File: src/rtl/multiplier.sv
// ============================================================================
// Module   : multiplier
// Purpose  : Pipelined unsigned multiplier returning the low DATA_LEN bits of
//            a*b. Each stage adds one slice of b's partial products.
// Revision : 1.0 - initial release
// ============================================================================
`default_nettype none

module multiplier #(
    parameter int DATA_LEN       = 32,
    parameter int PIPELINE_STAGE = 2
) (
    input  logic                clk,
    input  logic                reset,
    input  logic [DATA_LEN-1:0] a,
    input  logic [DATA_LEN-1:0] b,
    output logic [DATA_LEN-1:0] result
);

    localparam int c_CHUNK_W = (DATA_LEN + PIPELINE_STAGE - 1) / PIPELINE_STAGE;

    function automatic logic [DATA_LEN-1:0] chunk_mask(input int lo, input int hi);
        logic [DATA_LEN-1:0] m;
        m = '0;
        for (int i = 0; i < DATA_LEN; i++) begin
            m[i] = (i >= lo) && (i < hi);
        end
        return m;
    endfunction

    // Inputs seen by each stage: operands and the sum of earlier slices.
    logic [DATA_LEN-1:0] w_a   [PIPELINE_STAGE];
    logic [DATA_LEN-1:0] w_b   [PIPELINE_STAGE];
    logic [DATA_LEN-1:0] w_acc [PIPELINE_STAGE];

    assign w_a[0]   = a;
    assign w_b[0]   = b;
    assign w_acc[0] = '0;

    generate
        for (genvar s = 0; s < PIPELINE_STAGE; s++) begin : g_stage
            localparam int c_LO = s * c_CHUNK_W;
            localparam int c_HI = (c_LO + c_CHUNK_W > DATA_LEN) ? DATA_LEN : c_LO + c_CHUNK_W;
            localparam logic [DATA_LEN-1:0] c_MASK = chunk_mask(c_LO, c_HI);

            logic [DATA_LEN-1:0] w_part;
            logic [DATA_LEN-1:0] r_acc;

            // Slices past DATA_LEN get an empty mask and contribute nothing.
            assign w_part = w_a[s] * (w_b[s] & c_MASK);

            always_ff @(posedge clk or posedge reset) begin
                if (reset) begin
                    r_acc <= '0;
                end else begin
                    r_acc <= w_acc[s] + w_part;
                end
            end

            if (s < PIPELINE_STAGE - 1) begin : g_fwd
                logic [DATA_LEN-1:0] r_a;
                logic [DATA_LEN-1:0] r_b;

                always_ff @(posedge clk or posedge reset) begin
                    if (reset) begin
                        r_a <= '0;
                        r_b <= '0;
                    end else begin
                        r_a <= w_a[s];
                        r_b <= w_b[s];
                    end
                end

                assign w_a[s+1]   = r_a;
                assign w_b[s+1]   = r_b;
                assign w_acc[s+1] = r_acc;
            end else begin : g_out
                assign result = r_acc;
            end
        end
    endgenerate

endmodule

`default_nettype wire

File: config.mk
export PLATFORM = sky130hd
export DESIGN_NAME = multiplier
export DESIGN_NICKNAME = d
export VERILOG_FILES = /design/src/rtl/multiplier.sv
export SDC_FILE = /design/constraint.sdc
export NUM_CORES = 1
export LEC_CHECK = 0
export ABC_AREA = 1
export CORE_MARGIN = 2
export CORE_UTILIZATION = 45
export CTS_CLUSTER_SIZE = 12
export DETAILED_ROUTE_END_ITERATION = 10
export MAX_ROUTING_LAYER = met4
export PLACE_DENSITY = 0.7
export RECOVER_POWER = 100
export SLEW_MARGIN = 40
export SYNTH_ARGS = -nofsm -noshare
export SYNTH_HDL_FRONTEND = slang
export SYNTH_SLANG_ARGS = --single-unit
File: constraint.sdc
create_clock -name clk -period 14.2 [get_ports clk]
set_input_delay 2.84 -clock clk [delete_from_list [all_inputs] [get_ports clk]]
set_output_delay 2.84 -clock clk [all_outputs]
set_load 0.05 [all_outputs]
==> metrics.csv, run 1 <==
metric;value;unit
post-route setup TNS;0;ps
relative slew slack;-1.49;
antenna violations before repair;0;
EDFF count, synth;0;
total of flip-flops plus latches after synthesis;96;
transition time at the pin with the least slew margin;3730;ps
quantity of I/O buffers inserted on ports;97;
Core Area;0.0421;mm2
die width;211;um
number of DRC markers after the initial detailed-route iteration;955;
remaining antenna violation count;0;
Synth Cell Area;0.0193;mm2
worst hold-check slack;348;ps
cell chain of the critical path;dlygate4sd3_1 -> clkbuf_1 -> nand2_1 -> fa_1 -> inv_1 -> fa_1 -> fa_1 -> fa_1 -> fa_1 -> inv_1 -> fa_1 -> inv_1 -> ha_1 -> nand2_1 -> nor4_1 -> nand4_1 -> nand3_1 -> xor2_1;
number of hold-repair buffers added at the cts stage;0;
Clk Tree Root Cell;sky130_fd_sc_hd__clkbuf_16;
Die ar.;0.0446;mm2
number of fillers in the final layout;3975;
CP dominant cell by count;sky130_fd_sc_hd__fa_1;
cell family with most CP delay;adder cells;
count of buffer and inverter cells on the critical path;5;
CP peak stage delay;1020;ps
clock insertion delay at the later pin of the skew report;370;ps
fin. max-slew vios;73;
first-pass GRT wire length;81.6;mm
endpoints failing hold;0;
Post-route DRC;0;
Synth Instances;2422;
maximum level of the CTS H-tree;3;
effective utilization at floorplan;0.459;
Ant. Diodes;0;
upper clock frequency limit;104;MHz
routed wirelength normalized by instance count;16.6;um
total clock buffers created by CTS;9;
number of search-and-repair iterations in the first detailed-routing pass;5;
CTS Sinks;96;
crit path max fanout;17;
data required time at the worst endpoint;14460;ps
crit share post-route;0.676;
die outline height;211;um
slowest cell on the critical path;sky130_fd_sc_hd__clkbuf_1;
area delta synth->final;7.90;%
grt total ovfl;0;
clock tree from TritonCTS;yes;
failing checks;capacitance limit, slew limit;
Setup Buffers After CTS;0;
post-place instance area;0.0206;mm2
run status;finished with violations;
clock buffer depth;2;
share of post-route cells with drive strength above 1;0.0188;
Seq/Total Area, Yosys;0.124;
most frequent standard cell in the layout excluding fill and tap cells;sky130_fd_sc_hd__inv_1;
final critical-path required period;9600;ps
Clock transition at path regs;80;ps
number of rows created at floorplan;75;
count of cell types in the netlist;39;
maximum number of pins on one net before global-route repair;73;
net count of the mapped netlist;3003;
number of cells on the worst reg-to-reg path;28;
Setup crit start kind;input port;
# resized after CTS;0;
number of gates on the worst path with buffers counted;18;
Ys Warns;0;
worst setup path class;input port to register;
final layout net count;3027;
max-capacitance violation count;1;
HPWL after detailed placement;39.8;mm
commonest non-fill, non-tap cells in the layout;sky130_fd_sc_hd__inv_1 (737), sky130_fd_sc_hd__nand2_1 (685), sky130_fd_sc_hd__fa_1 (385);
detail-routed via count per cell;5.03;
arrival time of the worst setup path;9860;ps
endpoints failing setup;0;
number of top-level pins;98;
Synth Flop Type;sky130_fd_sc_hd__dfrtp_1;
final worst clock skew;18.4;ps
Finished Cell Area;0.0209;mm2
cell count of the worst hold path;0;
vias in the first global route;16200;
routability congestion estimate;0.903;
Mapped Avg Cell Area;7.98;um2
crit path capture type;register;
post-detailed-routing wire length;49.5;mm
setup repair after global routing missed its margin;false;
sequential standard cell area;0.00240;mm2
Multi-input gate area;0.0137;mm2
GRT Overall Usage;0.242;
total number of vias;15000;
path class of the lowest-slack min-delay path;register to register;
share of flip-flops with an asynchronous set or reset;1.00;
==> cells by family after synthesis <==
kind of cell,synth area share
AND/OR/NAND/NOR,0.159
adder cells (fa/ha/maj),0.483
XOR/XNOR,0.0377
buffers and inverters,0.166
flip-flops,0.124
AO/OA/AOI/OAI,0.0307
==> cell usage after synthesis, types with 2 or more instances <==
library cell               count  share of area
sky130_fd_sc_hd__o21bai_1      2        0.00078
sky130_fd_sc_hd__buf_4         4         0.0016
sky130_fd_sc_hd__xnor2_2       4         0.0034
sky130_fd_sc_hd__nand2_1     685           0.13
sky130_fd_sc_hd__clkbuf_1     81          0.016
sky130_fd_sc_hd__inv_1       738           0.14
sky130_fd_sc_hd__dfrtp_1      96           0.12
sky130_fd_sc_hd__o21ai_0      15         0.0039
sky130_fd_sc_hd__a21o_1        7         0.0027
sky130_fd_sc_hd__a31oi_1       3        0.00097
sky130_fd_sc_hd__buf_2        10         0.0026
sky130_fd_sc_hd__fa_1        385           0.40
sky130_fd_sc_hd__xnor2_1      34          0.015
sky130_fd_sc_hd__nand4_1       9         0.0029
sky130_fd_sc_hd__buf_6         2         0.0012
sky130_fd_sc_hd__nor2_1       28         0.0054
sky130_fd_sc_hd__nand2_2       6         0.0019
sky130_fd_sc_hd__buf_1         5        0.00097
sky130_fd_sc_hd__o21ai_1       5         0.0013
sky130_fd_sc_hd__nand3b_1      3         0.0012
sky130_fd_sc_hd__a211oi_1      2        0.00078
sky130_fd_sc_hd__xor2_1       40          0.018
sky130_fd_sc_hd__nand3_1      48          0.012
sky130_fd_sc_hd__a21oi_2       3         0.0014
sky130_fd_sc_hd__a21oi_1      60          0.016
sky130_fd_sc_hd__ha_1        130          0.084
sky130_fd_sc_hd__inv_2         2        0.00039
sky130_fd_sc_hd__nor3_1        4         0.0010
==> metal layers <==
layer,share of wire,vias up,track usage,wire length [um]
met5,0,-,-,0
li1,-,6823,-,-
met2,0.50,591,0.416,24600
met4,0.030,0,0.0782,1510
met1,0.40,7517,0.297,19900
met3,0.071,114,0.0287,3520
==> state kept, by name (all words and copies together) (netlist names) <==
| name | flops |
|---|---|
| result | 32 |
| g_stage.g_fwd.r_b | 16 |
| g_stage.r_acc | 32 |
| g_stage.g_fwd.r_a | 16 |
==> worst paths after layout <==
kind,endpoint,slack [ps],from
setup reg to reg,result[31]$_DFF_PP0_,7500,g_stage[0].g_fwd.r_b[17]$_DFF_PP0_
hold reg to reg,result[10]$_DFF_PP0_,350,g_stage[0].r_acc[10]$_DFF_PP0_
hold / removal,result[10]$_DFF_PP0_,350,g_stage[0].r_acc[10]$_DFF_PP0_
min in group asynchronous,g_stage[0].g_fwd.r_b[21]$_DFF_PP0_,3150,reset
max in group asynchronous,g_stage[0].g_fwd.r_b[25]$_DFF_PP0_,7030,reset
setup / recovery,g_stage[0].r_acc[22]$_DFF_PP0_,4600,a[9]
==> stage by stage <==
stage	setup slack, ps	std cells	util
3_3_place_gp	4470	2974	0.491
4_1_cts	5020	2990	0.497
2_1_floorplan	6170	2422	-
5_1_grt	4400	2990	0.495
6_report	4600	2990	0.495
3_5_place_dp	4630	2974	0.490
==> layout make-up <==
| cell class | count | share of cell area |
|---|---|---|
| multi-input cells | 1483 | 0.657 |
| inverters | 741 | 0.133 |
| flip-flops and latches | 96 | 0.115 |
| repair buffers | 115 | 0.0480 |
| well taps | 539 | 0.0323 |
| clock buffers | 9 | 0.0108 |
| clock inverters | 7 | 0.00324 |
Power of run 1 is not shown: default switching activity piles up to over one toggle a cycle in this logic, so the estimate is an artifact.
==> run 2: changes to the inputs <==
==> constraint.sdc (replaced) <==
create_clock -name clk -period 9.25 [get_ports clk]
set_input_delay 1.85 -clock clk [delete_from_list [all_inputs] [get_ports clk]]
set_output_delay 1.85 -clock clk [all_outputs]
set_load 0.05 [all_outputs]
==> run 2 against run 1 <==
Compared with the run above:
- the flow still finishes with violations (capacitance limit, slew limit)
- register-to-register slack got worse by 4900 ps
- worst hold slack got worse by 7.7 ps
- utilization up 0.50 points
- clock-buffer cell count unchanged
- clock skew down 5.8 ps
- sequential share of layout area is 0.11 points lower
- final cell count up 0.60%
- largest cell class unchanged
==> metrics.csv, run 2 (same netlist as run 1, synthesis figures left out) <==
metric;value;unit
run status;finished with violations;
failing checks;capacitance limit, slew limit;
routed wirelength normalized by instance count;16.6;um
CP dominant cell by count;sky130_fd_sc_hd__fa_1;
setup repair after global routing missed its margin;false;
post-route setup TNS;0;ps
worst setup path class;input port to register;
Setup crit start kind;input port;
first-pass GRT wire length;82.2;mm
number of fillers in the final layout;3977;
number of search-and-repair iterations in the first detailed-routing pass;7;
Clock transition at path regs;80;ps
slowest cell on the critical path;sky130_fd_sc_hd__clkbuf_1;
Clk Tree Root Cell;sky130_fd_sc_hd__clkbuf_16;
final critical-path required period;8730;ps
maximum number of pins on one net before global-route repair;66;
post-detailed-routing wire length;49.9;mm
final worst clock skew;12.6;ps
Setup Buffers After CTS;0;
most frequent standard cell in the layout excluding fill and tap cells;sky130_fd_sc_hd__inv_1;
routability congestion estimate;0.929;
arrival time of the worst setup path;9010;ps
cell chain of the critical path;clkdlybuf4s50_1 -> clkbuf_1 -> nand2_1 -> fa_1 -> inv_1 -> fa_1 -> inv_1 -> fa_1 -> inv_1 -> fa_1 -> fa_1 -> inv_1 -> fa_1 -> inv_1 -> ha_1 -> nand2_1 -> nor4_1 -> nand4_1 -> nand3_1 -> xor2_1;
number of DRC markers after the initial detailed-route iteration;1079;
sequential standard cell area;0.00240;mm2
transition time at the pin with the least slew margin;3340;ps
CP peak stage delay;950;ps
Post-route DRC;0;
GRT Overall Usage;0.245;
Ant. Diodes;0;
# resized after CTS;0;
max-capacitance violation count;1;
Multi-input gate area;0.0137;mm2
total clock buffers created by CTS;9;
CTS Sinks;96;
relative slew slack;-1.23;
crit share post-route;0.944;
effective utilization at floorplan;0.459;
maximum level of the CTS H-tree;3;
reg-to-reg startpoint;g_stage[0].g_fwd.r_b[17]$_DFF_PP0_;
clock insertion delay at the later pin of the skew report;360;ps
die width;211;um
Die ar.;0.0446;mm2
number of hold-repair buffers added at the cts stage;0;
fin. max-slew vios;66;
crit path capture type;register;
startpoint of the worst hold path;g_stage[0].r_acc[12]$_DFF_PP0_;
crit path max fanout;17;
commonest non-fill, non-tap cells in the layout;sky130_fd_sc_hd__inv_1 (737), sky130_fd_sc_hd__nand2_1 (685), sky130_fd_sc_hd__fa_1 (385);
grt total ovfl;0;
total number of vias;15000;
Core Area;0.0421;mm2
detail-routed via count per cell;4.98;
clock tree from TritonCTS;yes;
origin of the worst setup path;a[14];
data required time at the worst endpoint;9520;ps
path class of the lowest-slack min-delay path;register to register;
endpoints failing setup;0;
HPWL after detailed placement;41.8;mm
number of top-level pins;98;
area delta synth->final;8.99;%
die outline height;211;um
upper clock frequency limit;115;MHz
vias in the first global route;16100;
quantity of I/O buffers inserted on ports;97;
antenna violations before repair;0;
final layout net count;3045;
clock buffer depth;2;
remaining antenna violation count;0;
endpoints failing hold;0;
share of post-route cells with drive strength above 1;0.0271;
number of rows created at floorplan;75;
run 2: cell count changes in the layout (fill, tap and decap cells not counted), moves of 3 or more:
cell                            delta
sky130_fd_sc_hd__clkbuf_1          -9
sky130_fd_sc_hd__inv_8             -3
sky130_fd_sc_hd__clkinv_8          +3
sky130_fd_sc_hd__buf_4            +24
sky130_fd_sc_hd__buf_2             -3
sky130_fd_sc_hd__dlygate4sd3_1     +8
run 2: per-stage QoR:
| step | hold WS (ps) | utilization | cell area [um2] | worst slack [ps] | instances |
|---|---|---|---|---|---|
| finish | 340 | 0.500 | 21100 | 517 | 3008 |
| floorplan | 331 | - | 19300 | 2210 | 2422 |
| CTS | 348 | 0.501 | 21100 | 765 | 3008 |
| global route | 356 | 0.500 | 21100 | 327 | 3008 |
| detailed placement | 335 | 0.494 | 20800 | 393 | 2992 |
| global placement | 333 | 0.494 | 20800 | 418 | 2992 |
run 2: critical path: cells and delay by family:
family                     cells  cell delay, ps
adders and majority gates      7            3410
and+or+nand+nor                5            1880
buffers and inverters          7            1680
xor gates and xnor gates       1             160
run 2: final timing paths:
kind                                                      endpoint  slack, ps  cells past startpoint
worst max-delay path                g_stage[0].r_acc[22]$_DFF_PP0_        520                     20
min in group asynchronous       g_stage[0].g_fwd.r_b[21]$_DFF_PP0_       2270                      2
worst min register to register                result[12]$_DFF_PP0_        340                      0
max in group asynchronous            g_stage[0].r_acc[5]$_DFF_PP0_       3290                      3
worst max register to register                result[31]$_DFF_PP0_       2600                     34
worst min-delay path                          result[12]$_DFF_PP0_        340                      0
run 2: final cells by class:
class | instances | area share
clock buffer | 9 | 0.0107
clock inverter | 7 | 0.00410
inverter | 741 | 0.132
multi-input combinational | 1483 | 0.650
sequential | 96 | 0.114
tap | 539 | 0.0320
timing repair buffer | 133 | 0.0567
run 2: layer usage:
metal  part of all wire  track usage
met1               0.41        0.307
met5                  0            -
met2               0.49        0.418
met3              0.068       0.0241
met4              0.038       0.0818
Power of run 2 is left out for the same reason.
